[config.mk]
export PLATFORM = sky130hd
export DESIGN_NAME = snax_hwpe_pipe_ctrl_flat
export DESIGN_NICKNAME = d
export VERILOG_FILES = /design/src/rtl/snax_hwpe_pipe_ctrl_if.sv /design/src/rtl/snax_hwpe_pipe_ctrl.sv /design/src/flat_wrapper.sv
export SDC_FILE = /design/constraint.sdc
export NUM_CORES = 1
export LEC_CHECK = 0
export CAP_MARGIN = 15
export CORE_AREA = 2 2 137 139
export DETAILED_ROUTE_END_ITERATION = 10
export DIE_AREA = 0 0 139 141
export DONT_BUFFER_PORTS = 1
export PLACE_DENSITY = 0.77
export SLEW_MARGIN = 5
export SYNTH_ARGS = -nofsm -noshare
export SYNTH_HDL_FRONTEND = slang
export SYNTH_SLANG_ARGS = --single-unit
[constraint.sdc]
create_clock -name clk_i -period 4.9 [get_ports clk_i]
set_clock_uncertainty 0.2 [all_clocks]
set_input_delay 0.735 -clock clk_i [delete_from_list [all_inputs] [get_ports clk_i]]
set_output_delay 0.735 -clock clk_i [all_outputs]
set_load 0.05 [all_outputs]
[src/rtl/snax_hwpe_pipe_ctrl_if.sv]
// Accelerator stream payload types and opcode encodings, plus the HWPE peripheral control port.
package snax_hwpe_pipe_ctrl_pkg;

    localparam int unsigned IdWidth = 5;

    // Requests carry the RISC-V instruction word; only opcode and funct3 are decoded.
    localparam logic [6:0]  OpcSystem   = 7'h73;
    localparam logic [6:0]  OpcSnax     = 7'h2b;
    localparam logic [31:0] SNAX_WR_ACC = 32'h0000_002b;
    localparam logic [31:0] SNAX_RD_ACC = 32'h0000_102b;
    localparam logic [31:0] CSRRW       = 32'h0000_1073;
    localparam logic [31:0] CSRRS       = 32'h0000_2073;
    localparam logic [31:0] CSRRC       = 32'h0000_3073;
    localparam logic [31:0] CSRRWI      = 32'h0000_5073;
    localparam logic [31:0] CSRRSI      = 32'h0000_6073;
    localparam logic [31:0] CSRRCI      = 32'h0000_7073;

    typedef struct packed {
        logic [IdWidth-1:0] id;
        logic [31:0]        data_op;
        logic [63:0]        data_arga;
        logic [63:0]        data_argb;
    } acc_req_t;

    typedef struct packed {
        logic [IdWidth-1:0] id;
        logic               error;
        logic [63:0]        data;
    } acc_rsp_t;

endpackage

interface hwpe_ctrl_intf_periph #(
    parameter int unsigned ID_WIDTH = snax_hwpe_pipe_ctrl_pkg::IdWidth
);
    logic                req;
    logic                gnt;
    logic [31:0]         add;
    logic                wen;
    logic [3:0]          be;
    logic [31:0]         data;
    logic [ID_WIDTH-1:0] id;
    logic [31:0]         r_data;
    logic                r_valid;
    logic [ID_WIDTH-1:0] r_id;

    modport master (
        output req, add, wen, be, data, id,
        input  gnt, r_data, r_valid, r_id
    );
    modport slave (
        input  req, add, wen, be, data, id,
        output gnt, r_data, r_valid, r_id
    );
endinterface

[src/rtl/snax_hwpe_pipe_ctrl.sv]
// Pipelined SNAX accelerator stream to HWPE periph bridge with outstanding reads and a response FIFO.
// Optional address range check: define SNAX_HWPE_PIPE_CTRL_RANGE_CHECK_EN.
module snax_hwpe_pipe_ctrl #(
    parameter int unsigned DataWidth      = 64,
    parameter int unsigned RespDepth      = 4,
    parameter int unsigned MaxOutstanding = 2,
    parameter logic [31:0] CsrBase        = 32'd960,
    parameter int unsigned NumRegs        = 16,
    parameter type acc_req_t = snax_hwpe_pipe_ctrl_pkg::acc_req_t,
    parameter type acc_rsp_t = snax_hwpe_pipe_ctrl_pkg::acc_rsp_t
) (
    input  logic                        clk_i,
    input  logic                        rst_i,
    input  acc_req_t                    req_i,
    input  logic                        req_valid_i,
    output logic                        req_ready_o,
    output acc_rsp_t                    resp_o,
    output logic                        resp_valid_o,
    input  logic                        resp_ready_i,
    hwpe_ctrl_intf_periph.master        periph
);
    import snax_hwpe_pipe_ctrl_pkg::*;

    localparam int unsigned PtrW = (RespDepth > 1) ? $clog2(RespDepth) : 1;
    localparam int unsigned CntW = $clog2(RespDepth + 1);
    localparam int unsigned InfW = $clog2(MaxOutstanding + 1);

    // Request decode
    logic [6:0]  opcode;
    logic [2:0]  funct3;
    logic        req_csr, req_rd;
    logic [31:0] req_add;

    assign opcode  = req_i.data_op[6:0];
    assign funct3  = req_i.data_op[14:12];
    assign req_csr = (opcode == OpcSystem) && (funct3 != 3'b000) && (funct3 != 3'b100);
    assign req_rd  = ((opcode == OpcSnax) && (funct3 == 3'b001)) || (req_csr && funct3[1]);
    assign req_add = req_csr ? ((req_i.data_arga[31:0] - CsrBase) << 2) : req_i.data_arga[31:0];

    logic unused_req_bits;
    assign unused_req_bits = ^{req_i.data_op[31:15], req_i.data_op[11:7],
                               req_i.data_arga[63:32], req_i.data_argb[63:32]};

    // Request slot and credit state
    logic               slot_req, slot_wen;
    logic [31:0]        slot_add, slot_data;
    logic [3:0]         slot_be;
    logic [IdWidth-1:0] slot_id;
    logic [InfW-1:0]    inflight;
    logic [CntW-1:0]    fifo_count;
    logic               slot_free, slot_read, accept, fwd;
    logic               err_valid;
    acc_rsp_t           err_rsp;
    logic [31:0]        used_out, used_resp;

    assign slot_free = ~slot_req | periph.gnt;
    assign slot_read = slot_req & slot_wen;
    assign accept    = req_valid_i & req_ready_o;

    always_comb begin
        used_out  = 32'(inflight) + 32'(slot_read);
        used_resp = used_out + 32'(fifo_count);
    end

    assign req_ready_o = slot_free & ~err_valid & (used_resp < RespDepth) & (used_out < MaxOutstanding);

`ifdef SNAX_HWPE_PIPE_CTRL_RANGE_CHECK_EN
    logic     out_of_range, err_load, err_pushed;
    acc_rsp_t err_new;

    assign out_of_range = (req_add >> 2) >= NumRegs;
    assign fwd          = accept & ~out_of_range;
    assign err_load     = accept & out_of_range & req_rd;

    always_comb begin
        err_new       = '0;
        err_new.id    = req_i.id;
        err_new.error = 1'b1;
    end

    always_ff @(posedge clk_i or posedge rst_i) begin
        if (rst_i) begin
            err_valid <= 1'b0;
            err_rsp   <= '0;
        end else if (err_load) begin
            err_valid <= 1'b1;
            err_rsp   <= err_new;
        end else if (err_pushed) begin
            err_valid <= 1'b0;
        end
    end
`else
    logic [31:0] unused_numregs;
    assign unused_numregs = NumRegs;
    assign fwd            = accept;
    assign err_valid      = 1'b0;
    assign err_rsp        = '0;
`endif

    always_ff @(posedge clk_i or posedge rst_i) begin
        if (rst_i) begin
            slot_req  <= 1'b0;
            slot_wen  <= 1'b0;
            slot_add  <= '0;
            slot_data <= '0;
            slot_be   <= '0;
            slot_id   <= '0;
        end else if (fwd) begin
            slot_req  <= 1'b1;
            slot_wen  <= req_rd;
            slot_add  <= req_add;
            slot_data <= req_i.data_argb[31:0];
            slot_be   <= req_rd ? 4'h0 : 4'hF;
            slot_id   <= IdWidth'(req_i.id);
        end else if (periph.gnt) begin
            slot_req  <= 1'b0;
        end
    end

    assign periph.req  = slot_req;
    assign periph.wen  = slot_wen;
    assign periph.add  = slot_add;
    assign periph.data = slot_data;
    assign periph.be   = slot_be;
    assign periph.id   = slot_id;

    // Returns with nothing outstanding (e.g. stale after reset) are dropped
    logic inf_inc, ret_ok;
    assign inf_inc = slot_req & periph.gnt & slot_wen;
    assign ret_ok  = periph.r_valid & (inflight != '0);

    always_ff @(posedge clk_i or posedge rst_i) begin
        if (rst_i) begin
            inflight <= '0;
        end else if (inf_inc & ~ret_ok) begin
            inflight <= inflight + InfW'(1);
        end else if (~inf_inc & ret_ok) begin
            inflight <= inflight - InfW'(1);
        end
    end

    // Response FIFO; periph returns take priority over a pending local error
    acc_rsp_t        mem [RespDepth];
    acc_rsp_t        ret_rsp, push_rsp;
    logic [PtrW-1:0] wr_ptr, rd_ptr;
    logic            push, pop;

    always_comb begin
        ret_rsp      = '0;
        ret_rsp.id   = periph.r_id;
        ret_rsp.data = DataWidth'(periph.r_data);
        push         = ret_ok | err_valid;
        push_rsp     = ret_ok ? ret_rsp : err_rsp;
    end

`ifdef SNAX_HWPE_PIPE_CTRL_RANGE_CHECK_EN
    assign err_pushed = err_valid & ~ret_ok;
`endif

    assign resp_valid_o = (fifo_count != '0);
    assign pop          = resp_valid_o & resp_ready_i;
    assign resp_o       = resp_valid_o ? mem[rd_ptr] : '0;

    always_ff @(posedge clk_i) begin
        if (push) begin
            mem[wr_ptr] <= push_rsp;
        end
    end

    always_ff @(posedge clk_i or posedge rst_i) begin
        if (rst_i) begin
            wr_ptr     <= '0;
            rd_ptr     <= '0;
            fifo_count <= '0;
        end else begin
            if (push) begin
                wr_ptr <= (wr_ptr == PtrW'(RespDepth - 1)) ? '0 : wr_ptr + PtrW'(1);
            end
            if (pop) begin
                rd_ptr <= (rd_ptr == PtrW'(RespDepth - 1)) ? '0 : rd_ptr + PtrW'(1);
            end
            if (push & ~pop) begin
                fifo_count <= fifo_count + CntW'(1);
            end else if (~push & pop) begin
                fifo_count <= fifo_count - CntW'(1);
            end
        end
    end

endmodule

[src/flat_wrapper.sv]
// flat-port wrapper written by rule: the top's interface ports become plain ports
module snax_hwpe_pipe_ctrl_flat import snax_hwpe_pipe_ctrl_pkg::*;
#(
    parameter int unsigned DataWidth      = 64,
    parameter int unsigned RespDepth      = 4,
    parameter int unsigned MaxOutstanding = 2,
    parameter logic [31:0] CsrBase        = 32'd960,
    parameter int unsigned NumRegs        = 16,
    parameter type acc_req_t = snax_hwpe_pipe_ctrl_pkg::acc_req_t,
    parameter type acc_rsp_t = snax_hwpe_pipe_ctrl_pkg::acc_rsp_t
)
  (clk_i, rst_i, req_i, req_valid_i, req_ready_o, resp_o, resp_valid_o, resp_ready_i, periph_req, periph_add, periph_wen, periph_be, periph_data, periph_id, periph_gnt, periph_r_data, periph_r_valid, periph_r_id);
  hwpe_ctrl_intf_periph periph_i ();
  input  logic clk_i;
  input  logic rst_i;
  input  acc_req_t req_i;
  input  logic req_valid_i;
  output logic req_ready_o;
  output acc_rsp_t resp_o;
  output logic resp_valid_o;
  input  logic resp_ready_i;
  output wire logic [$bits(periph_i.req)-1:0] periph_req;
  output wire logic [$bits(periph_i.add)-1:0] periph_add;
  output wire logic [$bits(periph_i.wen)-1:0] periph_wen;
  output wire logic [$bits(periph_i.be)-1:0] periph_be;
  output wire logic [$bits(periph_i.data)-1:0] periph_data;
  output wire logic [$bits(periph_i.id)-1:0] periph_id;
  input wire logic [$bits(periph_i.gnt)-1:0] periph_gnt;
  input wire logic [$bits(periph_i.r_data)-1:0] periph_r_data;
  input wire logic [$bits(periph_i.r_valid)-1:0] periph_r_valid;
  input wire logic [$bits(periph_i.r_id)-1:0] periph_r_id;
  assign periph_req = periph_i.req;
  assign periph_add = periph_i.add;
  assign periph_wen = periph_i.wen;
  assign periph_be = periph_i.be;
  assign periph_data = periph_i.data;
  assign periph_id = periph_i.id;
  assign periph_i.gnt = periph_gnt;
  assign periph_i.r_data = periph_r_data;
  assign periph_i.r_valid = periph_r_valid;
  assign periph_i.r_id = periph_r_id;
  snax_hwpe_pipe_ctrl #(.DataWidth(DataWidth), .RespDepth(RespDepth), .MaxOutstanding(MaxOutstanding), .CsrBase(CsrBase), .NumRegs(NumRegs), .acc_req_t(acc_req_t), .acc_rsp_t(acc_rsp_t)) u_core (.clk_i(clk_i), .rst_i(rst_i), .req_i(req_i), .req_valid_i(req_valid_i), .req_ready_o(req_ready_o), .resp_o(resp_o), .resp_valid_o(resp_valid_o), .resp_ready_i(resp_ready_i), .periph(periph_i));
endmodule
# Yosys cells after proc, flatten, opt, wreduce, memory -nomap -nowiden
# Memories as Yosys holds them, arrays and structs flattened.
# Cells that the tools add are included.
dict set report totals {
  regBits 84
  ram_bits 280
  memories 1
}
# memory words word_bits read_ports rd_ports_with_merged_regs write_ports line_no
set mem_list {}
lappend mem_list {u_core.mem 4 70 1 0 1 snax_hwpe_pipe_ctrl.sv:143} ;# acc_rsp_t mem [RespDepth];
dict set report classes {
  add_sub_neg 9
  n_lt_le_gt_ge 2
  eq_ne 6
  muxes 14
  bitwise 17
  n_reduce_logical 11
}
# operator n
set ops {}
lappend ops {{2-to-1 mux 70 bit} 2}
lappend ops {{adder 32 x 3 -> 32 bit} 1}
lappend ops {{< comparator 32 x 2 -> 1 bit, second input constant} 1}
lappend ops {{< comparator 32 x 3 -> 1 bit, second input constant} 1}
lappend ops {{2-to-1 mux 32 bit} 1}
lappend ops {{subtractor 30 x 10 -> 30 bit, second input constant} 1}
lappend ops {{AND 1 bit} 12}
lappend ops {{2-to-1 mux 2 bit} 4}
lappend ops {{nonzero test 2 bit} 4}
lappend ops {{== test 7 x 6 -> 1 bit, second input constant} 1}
lappend ops {{== test 7 bit, second input constant} 1}
lappend ops {{adder 2 x 1 -> 2 bit, second input constant} 3}
lappend ops {{2-to-1 mux 3 bit} 2}
lappend ops {{nonzero test 3 bit} 2}
lappend ops {{== test 2 bit, second input constant} 2}
lappend ops {{logical AND 1 bit} 4}
lappend ops {{2-to-1 mux 1 bit} 4}
lappend ops {{2-to-1 mux 4 bit} 1}
lappend ops {{inverter 1 bit} 4}
lappend ops {{adder 2 x 1 -> 3 bit} 1}
lappend ops {{adder 3 x 1 -> 3 bit, second input constant} 1}
lappend ops {{== test 3 x 1 -> 1 bit, second input constant} 1}
lappend ops {{!= test 3 bit, second input constant} 1}
lappend ops {{subtractor 3 x 1 -> 3 bit, second input constant} 1}
lappend ops {{3 further kinds} 3}

# Depth between registers and ports, before layout
# Gate-level depths: netlist of the first run.
dict set report logic_depth {
  word_depth 8
  ltp_mapped 12
  ltp_nobuf 10
}

# Least setup slack after synthesis of the first run
# OpenSTA, ideal clock, no wires.
dict set report synth_timing {
  path_type {register -> output}
  from {register u_core.slot_wen, in the netlist u_core.periph.wen}
  to {output req_ready_o}
  arrival_time_ns 2.315
  t_required_ns 3.965
  slack_ns 1.650
  path_stages_with_launch 7
  path_cell_list {dfrtp_1 and2_1 ha_1 ha_1 ha_1 nor4b_1 and3_1}
}
dict set report synth_via {
  elab_chain_len 6
  word_cells_on_any_way 7
  cone_classes {2 x add/sub; 2 x order compare; 3 x bitwise}
}
# item line_no
set synth_lines {}
lappend synth_lines {{start, declared} snax_hwpe_pipe_ctrl.sv:45} ;# logic slot_req, slot_wen;
lappend synth_lines {{start signal, assigned} snax_hwpe_pipe_ctrl.sv:110} ;# slot_wen <= req_rd;
lappend synth_lines {{AND 1 bit *} snax_hwpe_pipe_ctrl.sv:57} ;# assign slot_read = slot_req & slot_wen;
lappend synth_lines {{adder 2 x 1 -> 3 bit *} snax_hwpe_pipe_ctrl.sv:61} ;# used_out = 32'(inflight) + 32'(slot_read);
lappend synth_lines {{adder 32 x 3 -> 32 bit} snax_hwpe_pipe_ctrl.sv:62} ;# used_resp = used_out + 32'(fifo_count);
lappend synth_lines {{< comparator 32 x 3 -> 1 bit} snax_hwpe_pipe_ctrl.sv:65} ;# assign req_ready_o = slot_free & ~err_valid & (used_resp < RespDepth) & (used_out < MaxOutstanding);
lappend synth_lines {{AND 1 bit} snax_hwpe_pipe_ctrl.sv:65}
lappend synth_lines {{AND 1 bit *} snax_hwpe_pipe_ctrl.sv:65}
lappend synth_lines {{end, declared} flat_wrapper.sv:18} ;# output logic req_ready_o;
# Mark *: on every way between the ends. The rest lies on a longest branch, timed or not.

# Worst setup path in the final report of the first run
dict set report layout_timing {
  from {register u_core.slot_req, in the netlist u_core.periph.req}
  to {output req_ready_o}
}
dict set report layout_via {
  elab_chain_len 6
  word_cells_on_any_way 9
  cone_classes {2 x add/sub; 2 x order compare; 5 x bitwise}
}
# item line_no
set layout_lines {}
lappend layout_lines {{start, declared} snax_hwpe_pipe_ctrl.sv:45}
lappend layout_lines {{start signal, assigned} snax_hwpe_pipe_ctrl.sv:102} ;# slot_req <= 1'b0;
lappend layout_lines {{start signal, assigned} snax_hwpe_pipe_ctrl.sv:109} ;# slot_req <= 1'b1;
lappend layout_lines {{start signal, assigned} snax_hwpe_pipe_ctrl.sv:116} ;# slot_req <= 1'b0;
lappend layout_lines {{AND 1 bit} snax_hwpe_pipe_ctrl.sv:57}
lappend layout_lines {{adder 2 x 1 -> 3 bit} snax_hwpe_pipe_ctrl.sv:61}
lappend layout_lines {{adder 32 x 3 -> 32 bit} snax_hwpe_pipe_ctrl.sv:62}
lappend layout_lines {{< comparator 32 x 3 -> 1 bit} snax_hwpe_pipe_ctrl.sv:65}
lappend layout_lines {{AND 1 bit} snax_hwpe_pipe_ctrl.sv:65}
lappend layout_lines {{AND 1 bit *} snax_hwpe_pipe_ctrl.sv:65}
# Marked as above.

==> impl_metrics.tcl, run 1 <==
set metrics [dict create \
    syn_area_um2 10000 \
    place_congestion 0.859 \
    status "complete, no violations" \
    clk_path_buf_depth 3 \
    p_leak_nw 4.21 \
    synth_seq_area_share_pct 64.5 \
    peakVddDrop_uv 519 \
    ant_nets 0 \
    setup_viol 0 \
    synthXorXnorAreaFrac_pct 1.92 \
    drt_iter0_drc 214 \
    cts_tree "done" \
    drt_wl_total_um 20500 \
    synth_common_cells "edfxtp_1, nand2_1, dfrtp_1" \
    ff2ff_setup_slack_ns 1.09 \
    synth_top_family_by_area "simple AND/OR/NAND/NOR gates" \
    rows 50 \
    antenna_found_initial 1 \
    cts-buffers-inserted 23 \
    drc_errors 0 \
    grt_pass1_wl_um 32000 \
    worst_slew_pin_slew_ns 1.05 \
    slew_viol_final 0 \
    yosysUniqueCellTypes 53 \
    setup_ws_ns 0.884 \
    vias 5781 \
    pin_count 355 \
    die_h_um 141 \
    nFillCells 1430 \
    cp.arrival_ns 3.08 \
    synth_area_leaders "edfxtp_1, dfrtp_1, mux4_2" \
    drive_above_1_share_pct 13.0 \
    rsz0062_at_grt "false" \
    synth_top_area_cell "edfxtp_1" \
    crit_path_end_kind "output port" \
    core_area_um2 18300 \
    nets 964 \
    cts.clk_slew.worst_paths_ns 0.06 \
    synth_compound_area_share_pct 4.15 \
    die_width_um 139 \
    dpl_worst_slack_ns 1.14 \
    setup_tns_ns 0 \
    reg2reg_to "u_core.periph.be[2]" \
    first_pass_iters 4 \
    hpwl_um 13500 \
    routed_via_density 5.82 \
    timing.final.crit_share_pct 82.0 \
    cp-endpoint "req_ready_o" \
    fmax_ghz 0.249 \
    cts-root-buf "clkbuf_16" \
    netlist_instances 747 \
    final_area_um2 10900 \
    min_period_ns 4.02 \
    hold_path.class "in2reg" \
    synth-seq-cells 229 \
    max_slew_margin_pct 29.8 \
    synth.most_common_cell "edfxtp_1" \
    grt_pass1_vias 6165 \
    synth_top_area_share_pct 44.3 \
    yosys_warnings 0 \
    synth_simple_gate_area_share_pct 14.6 \
    synthMuxAreaShare_pct 8.63 \
    fin_hold_ws_ns 0.144 \
    pwr_density_cell_nw_per_um2 768 \
    critPathLaunchType "flip-flop" \
    hold_viol 0 \
    htreeDepth 1 \
    syn_to_final_growth_pct 8.85 \
    worstHoldPathCells 2 \
    crit_path_max_fanout 4 \
    reg2reg_depth 10 \
    cts_hold_buffers 1 \
    grt_usage_pct 20.6 \
    drv_cap 0 \
    wl_per_cell_um 20.6 \
    path_class "reg2out" \
    dpl_cell_area_um2 10100 \
    initial_core_util_pct 54.9 \
    synth_async_sr_flop_share_pct 35.4 \
    postSynthAreaPerCell_um2 13.4 \
    cts.sinks 229 \
    synth_edf_count 148 \
    grt_start_max_net_pins 63 \
    die-area_um2 19600 \
    critical_path_required_ns 3.96 \
    overflow 0 \
    crit_start "u_core.periph.req" \
    clkLatencyLatePin_ns 0.50 \
    ctsResizeCount 0 \
    cts_setup_buffers 0 \
    synth_fa_ha_area_share_pct 1.82 \
    timing.rr.start "u_core.periph.req" \
    synth_flop_cell "edfxtp_1" \
    io_buffers 0 \
]
flip-flops by register name, indices dropped and copies added, names as in the netlist:
signal and cells:
u_core.periph.add 32, u_core.inflight 2, u_core.periph.data 32, u_core.wr_ptr 2, u_core.mem 148, u_core.periph.id 5, u_core.fifo_count 3, u_core.periph.req 1
u_core.periph.be 1, u_core.rd_ptr 2, u_core.periph.wen 1
cell type report:
class                           instances  area [um2]  share of cell area, %
Sequential cell                       229        6470                   59.3
Clock buffer                           25         583                   5.34
Tap cell                              234         293                   2.68
Timing Repair Buffer                    8        62.6                  0.573
Antenna cell                            1        2.50                 0.0229
Inverter                                8        31.3                  0.286
Clock inverter                         17         219                   2.00
Multi-Input combinational cell        472        3260                   29.8
critical path: stages, from the launching register on:
cell     delay, ns
dfrtp_1       0.69
and2_1        0.22
ha_1          0.16
inv_1         0.05
ha_1          0.27
ha_1          0.18
nor4b_1       0.44
and3_1        0.58
stage by stage:
stage	instances	power (W)	util, %
finish	994	0.00839	59.8
global route	994	0.00878	59.8
CTS	993	0.00848	59.8
detailed placement	950	0.00664	55.3
global placement	950	0.00654	55.3
floorplan	779	0.00620	-
layout by cell type, fill, tap and decap left out, types with 3 or more instances in the layout:
cell | Yosys | layout
dfrtp_2 | 0 | 3
mux4_2 | 37 | 37
bufinv_16 | 0 | 5
nor3_1 | 8 | 7
dfrtp_1 | 81 | 78
a21o_1 | 7 | 7
xnor2_1 | 10 | 10
inv_1 | 8 | 7
nand2_1 | 145 | 145
ha_1 | 13 | 13
and2_2 | 0 | 4
o22ai_1 | 5 | 5
buf_4 | 36 | 7
clkbuf_16 | 0 | 23
a31oi_1 | 11 | 11
nand3_1 | 6 | 6
nand3b_1 | 4 | 4
o21ai_0 | 24 | 24
conb_1 | 1 | 33
a21oi_1 | 7 | 7
and2_1 | 79 | 75
and3_1 | 3 | 3
edfxtp_1 | 148 | 148
nand4_1 | 3 | 3
xor2_1 | 12 | 12
clkinv_1 | 0 | 5
or3_1 | 5 | 4
nor2_1 | 25 | 25
where the power goes:
part	total (W)	internal [W]	switching, W
Clock	0.00183	0.00113	0.000700
Combinational	0.00246	0.000752	0.00171
Sequential	0.00410	0.00267	0.00143
metal layers:
metal,track usage [%],vias to the layer above,share of wire (%)
li1,-,2586,-
met1,23.3,2870,35
met2,37.4,287,52
met3,6.79,38,9.7
met4,6.22,0,2.4
met5,0,-,0
worst min path at each step:
stage	from	to	slack, ns
after global placement	u_core.fifo_count[2]	u_core.fifo_count[2]	0.28
after floorplan	u_core.fifo_count[2]	u_core.fifo_count[2]	0.26
after CTS	req_i[26]	u_core.periph.data[26]	0.12
final	req_i[27]	u_core.periph.data[27]	0.14
after detailed placement	u_core.fifo_count[2]	u_core.fifo_count[2]	0.31
after global routing	req_i[161]	u_core.periph.id[1]	0.13
logic make-up after synthesis:
kind of cell,Yosys count
other cells,1
compound gates,67
xor+xnor,22
mux,40
flops,229
simple gates,296
buf+inv,78
fa+ha+maj,14
No activity file was read; power rests on OpenSTA's default activity.
==> run 2: changes to the inputs <==
Settings changed: ABC_AREA from default to 1, PLACE_DENSITY 0.77 to 0.81.
Clock period 4.9 ns to 3.75 ns, I/O delays scaled along.
==> run 2 against run 1 <==
Effect of this change: count of clock-buffer cells in the layout rose by 4; die area unchanged; first-iteration DRC count is 130% higher; sequential cell count unchanged; critical path type unchanged; largest power group unchanged.
==> impl_metrics.tcl, run 2 <==
set metrics [dict create \
    status "complete, no violations" \
    first_pass_iters 5 \
    routed_via_density 5.44 \
    place_congestion 0.937 \
    cts.clk_slew.worst_paths_ns 0.06 \
    internal-power_w 0.00598 \
    vias 7922 \
    syn_to_final_growth_pct 13.6 \
    die_h_um 141 \
    die-area_um2 19600 \
    clk_path_buf_depth 3 \
    synth_area_leaders "edfxtp_1, dfrtp_1, nor2_1" \
    drv_cap 0 \
    die_width_um 139 \
    largest-register "u_core.mem" \
    cts.sinks 229 \
    peakVddDrop_uv 647 \
    setup_viol 0 \
    clkLatencyLatePin_ns 0.50 \
    synth-seq-cells 229 \
    slew_viol_final 0 \
    clkPwrFrac_pct 18.3 \
    worstHoldPathCells 2 \
    dpl_worst_slack_ns 0.458 \
    cts_tree "done" \
    htreeDepth 1 \
    core_area_um2 18300 \
    seqPwrFrac_pct 44.0 \
    most-common-layout-cells "nor2_1, nand2_1, edfxtp_1" \
    hold_path.class "in2reg" \
    yosys_warnings 0 \
    nets 1426 \
    reg2reg_depth 14 \
    initial_core_util_pct 58.4 \
    nFillCells 1339 \
    crit_path_end_kind "output port" \
    hpwl_um 15300 \
    setup_ws_ns 0.229 \
    pin_count 355 \
    wl_per_cell_um 16.9 \
    hold_viol 0 \
    largest_reg_flops 148 \
    overflow 0 \
    cp.arrival_ns 2.76 \
    netlist_instances 1141 \
    rsz0062_at_grt "false" \
    grt_usage_pct 25.0 \
    ant_nets 0 \
    synth.most_common_cell "nor2_1" \
    p_comb_share_pct 37.8 \
    grt_start_max_net_pins 77 \
    critical_path_required_ns 2.99 \
    synth_edf_count 148 \
    synth_seq_area_share_pct 60.7 \
    fin_hold_ws_ns 0.00308 \
    synth_top_area_share_pct 41.7 \
    crit_path_max_fanout 3 \
    cts_setup_buffers 0 \
    grt_pass1_vias 8005 \
    final-seq-area_um2 6470 \
    swShare_pct 49.4 \
    rows 50 \
    synth_top_area_cell "edfxtp_1" \
    drt_iter0_drc 500 \
    setup_tns_ns 0 \
    multi_input_area_um2 3440 \
    drive_above_1_share_pct 9.91 \
    synth_common_cells "nor2_1, nand2_1, edfxtp_1" \
    cts-buffers-inserted 23 \
    synth_async_sr_flop_share_pct 35.4 \
    final_common_cell "nor2_1" \
    postSynthAreaPerCell_um2 9.35 \
    p_leak_nw 5.30 \
    critPathLaunchType "flip-flop" \
    drc_errors 0 \
    cts-root-buf "clkbuf_16" \
    p_sw_w 0.00583 \
    yosysUniqueCellTypes 34 \
    worst_slew_pin_slew_ns 0.982 \
    fmax_ghz 0.284 \
    grt_pass1_wl_um 39400 \
    antenna_found_initial 0 \
    timing.final.crit_share_pct 93.9 \
    drt_wl_total_um 24500 \
    pwr_density_cell_nw_per_um2 974 \
    syn_area_um2 10700 \
    diodes 0 \
    synth_flop_cell "edfxtp_1" \
    path_class "reg2out" \
    min_period_ns 3.52 \
    max_slew_margin_pct 34.5 \
    io_buffers 0 \
]
## run 2: worst max-delay path, stage by stage (launching register included)
cell and delay, ns:
dfrtp_1 0.71, nand2_1 0.15, inv_1 0.09, ha_1 0.16, inv_1 0.05, ha_1 0.27, ha_1 0.27, nand3_1 0.08
nand3_1 0.09, nor2_2 0.16, buf_4 0.24
## run 2: metrics by stage
| step | utilization, % | instance area [um2] | instances | power (W) |
|---|---|---|---|---|
| after global placement | 60.2 | 11000 | 1373 | 0.00950 |
| after detailed placement | 60.2 | 11000 | 1373 | 0.00961 |
| after floorplan | - | 10800 | 1173 | 0.00841 |
| final | 66.4 | 12100 | 1455 | 0.0118 |
| after global routing | 66.4 | 12100 | 1455 | 0.0124 |
| after CTS | 66.2 | 12100 | 1454 | 0.0118 |
## run 2: what timing repair did
item	4_1_cts	5_1_grt
endpoints found under the hold margin	50	0
setup endpoints to repair	0	0
resized for setup	0	0
hold buffers	39	0
## run 2: cells by family (layout without fill, tap and decap cells)
family          after synthesis  in the layout  synth area share, %
mux                           1              1                0.106
buf+inv                     185            233                 8.64
other cells                   1             33               0.0351
xor+xnor                      6              6                0.493
flops                       229            229                 60.7
simple gates                540            540                 20.6
fa+ha+maj                    14             14                 1.71
compound gates              165            165                 7.80
## run 2: power groups by stage
stage	Clock (W)	Sequential, W	Combinational [W]
after floorplan	0	0.00505	0.00336
after global placement	0	0.00521	0.00429
after detailed placement	0	0.00521	0.00440
after CTS	0.00219	0.00518	0.00444
after global routing	0.00230	0.00526	0.00487
final	0.00216	0.00519	0.00446
## run 2: worst paths after layout
| kind | start | endpoint | slack [ns] |
|---|---|---|---|
| worst max-delay path | u_core.periph.wen | req_ready_o | 0.23 |
| min in group asynchronous | rst_i | u_core.periph.data[20] | 0.29 |
| max in group asynchronous | rst_i | u_core.periph.add[21] | 2.18 |
| worst min register to register | u_core.fifo_count[2] | u_core.fifo_count[2] | 0.33 |
| worst max register to register | u_core.periph.wen | u_core.periph.data[24] | 0.42 |
| worst min-delay path | req_i[5] | u_core.periph.data[5] | 0.003 |
## run 2: area by class of cell
type / count / share of cell area [%]
multi-input combinational: 759 / 28.4
timing repair buffer: 94 / 6.83
tap: 234 / 2.42
inverter: 97 / 3.01
clock inverter: 13 / 0.836
sequential: 229 / 53.4
clock buffer: 29 / 5.10
## run 2: per-layer routing
metal | global-route usage (%) | vias to the layer above | wire length (um)
met5 | 0 | - | 0
met2 | 43.8 | 423 | 12200
met1 | 30.1 | 3682 | 9140
met4 | 9.84 | 0 | 672
met3 | 6.05 | 55 | 2530
li1 | - | 3762 | -
==> run 3: changes to the inputs <==
Settings changed: ABC_AREA 1 to default, CORE_AREA 2 2 137 139 to 2 2 140 142, DIE_AREA 0 0 139 141 to 0 0 142 144, PLACE_DENSITY 0.81 to 0.74.
Clock period 3.75 ns to 3.87 ns, I/O delays scaled along.
==> run 3 against run 2 <==
Effect of this change: die area rose by 4.3%; global-route usage fell by 4.0 points; largest power group unchanged; count of clock-buffer cells in the layout fell by 1; sequential cell count did not move; combinational power fell by 26%; critical path type unchanged; sequential power fell by 1%; non-clock buffer count fell by 41.
==> impl_metrics.tcl, run 3 (same netlist as run 1, synthesis figures left out) <==
set metrics [dict create \
    status "complete, no violations" \
    antenna_found_initial 0 \
    final_common_cell "edfxtp_1" \
    cts.clk_slew.worst_paths_ns 0.06 \
    worst_path_max_delay_cell "and3_1" \
    ctsResizeCount 0 \
    clk_path_buf_depth 3 \
    initial_core_util_pct 52.6 \
    drive_above_1_share_pct 12.8 \
    p_leak_nw 4.39 \
    critPathLaunchType "flip-flop" \
    post-route-util_pct 59.3 \
    path_common_cell "ha_1" \
    pwr_density_cell_nw_per_um2 935 \
    setup_viol 0 \
    fin_hold_ws_ns 0.0151 \
    grt_pass1_vias 6351 \
    p_sw_w 0.00488 \
    seqPwrFrac_pct 48.5 \
    core_area_um2 19100 \
    clkPwrFrac_pct 20.4 \
    grt_usage_pct 21.1 \
    grt_start_max_net_pins 59 \
    cts-root-buf "clkbuf_16" \
    grt_busiest_layer "met2" \
    place_congestion 0.844 \
    path_class "reg2out" \
    overflow 0 \
    wl_per_cell_um 20.8 \
    syn_to_final_growth_pct 12.7 \
    first_pass_iters 5 \
    cts.sinks 229 \
    cts_tree "done" \
    clkLatencyLatePin_ns 0.49 \
    rows 51 \
    drt_iter0_drc 309 \
    path_buf_inv 0 \
    pin_count 355 \
    use_met1_pct 25.7 \
    path_delay_family "simple AND/OR/NAND/NOR gates" \
    cp.arrival_ns 2.75 \
    largest_reg_flops 148 \
    total_power_w 0.0106 \
    crit_path_max_fanout 3 \
    setup_tns_ns 0 \
    drv_cap 0 \
    grt_pass1_wl_um 33400 \
    largest-register "u_core.mem" \
    max_slew_margin_pct 33.8 \
    drt_wl_total_um 21700 \
    path_cells "and2_1 > ha_1 > ha_1 > ha_1 > nor4b_1 > and3_1" \
    cp_slowest_stage_delay_ns 0.58 \
    swShare_pct 46.2 \
    cts_setup_buffers 0 \
    drc_errors 0 \
    rsz0062_at_grt "false" \
    worst_slew_pin_slew_ns 0.993 \
    die_width_um 142 \
    cts-buffers-inserted 23 \
    most-common-layout-cells "edfxtp_1, nand2_1, dfrtp_1" \
    die-area_um2 20400 \
    htreeDepth 1 \
    routed_via_density 5.75 \
    crit_path_end_kind "output port" \
    slew_viol_final 0 \
    ant_nets 0 \
    p_comb_share_pct 31.1 \
    nets 1009 \
    die_h_um 144 \
    timing.final.crit_share_pct 91.3 \
    grt_util_met2_pct 36.9 \
    met3_usage_pct 5.93 \
    hold_path.class "in2reg" \
    min_period_ns 3.53 \
    io_buffers 0 \
    hpwl_um 14200 \
    cts_hold_buffers 37 \
    critical_path_required_ns 3.09 \
    vias 5983 \
    peakVddDrop_uv 556 \
    internal-power_w 0.00569 \
    hold_viol 0 \
    fmax_ghz 0.283 \
]
==> run 3: cell types whose count changed in the layout (fill, tap and decap cells not counted), sizes merged, moves of 9 or more <==
cell / change
mux4: +37
o21ai: -72
a31oi: +10
nand3: -38
a21oi: -59
nor2: -224
buf: -39
and2: +79
xor2: +9
nand2: -88
inv: -91
==> run 3: metrics by stage <==
step	instance area [um2]	setup WS, ns	cells
5_1_grt	11300	0.201	1040
4_1_cts	11300	0.267	1040
3_5_place_dp	10200	0.614	963
6_report	11300	0.337	1041
2_1_floorplan	10200	0.775	779
3_3_place_gp	10200	0.726	963
==> run 3: routing by layer <==
layer / share of wire [%] / routed length [um]
met1: 38 / 8300
met2: 51 / 11000
met3: 8.4 / 1830
met4: 2.6 / 567
met5: 0 / 0
==> run 3: worst reg2reg max path, stage by stage, from the launching register on <==
cell,delay (ns)
dfrtp_1,0.37
and2_1,0.16
ha_1,0.19
ha_1,0.18
ha_1,0.26
nor4b_1,0.51
nand4_1,0.36
buf_4,0.40
nor3_1,0.37
nor2_1,0.07
==> run 3: power by group through the flow <==
stage,logic (W),clock network (W),registers [W]
CTS,0.00332,0.00220,0.00514
global route,0.00355,0.00230,0.00521
floorplan,0.00297,0,0.00488
finish,0.00329,0.00215,0.00513
global placement,0.00319,0,0.00514
detailed placement,0.00330,0,0.00517
==> run 3: layout make-up <==
cell class,count,area [um2]
fill,1393,7770
sequential,229,6470
multi-input combinational,472,3260
clock buffer,28,594
timing repair buffer,53,515
tap,238,298
clock inverter,12,131
inverter,8,31.3
antenna,1,2.50
==> run 3: worst paths after layout <==
kind | from | cells after the start | slack [ns] | to
max in group asynchronous | rst_i | 3 | 2.28 | u_core.periph.add[20]
min in group asynchronous | rst_i | 2 | 0.38 | u_core.periph.data[10]
worst max-delay path | u_core.periph.wen | 6 | 0.34 | req_ready_o
worst max register to register | u_core.periph.wen | 9 | 0.67 | u_core.periph.be[2]
worst min register to register | u_core.fifo_count[2] | 1 | 0.32 | u_core.fifo_count[2]
worst min-delay path | req_i[25] | 2 | 0.02 | u_core.periph.data[25]
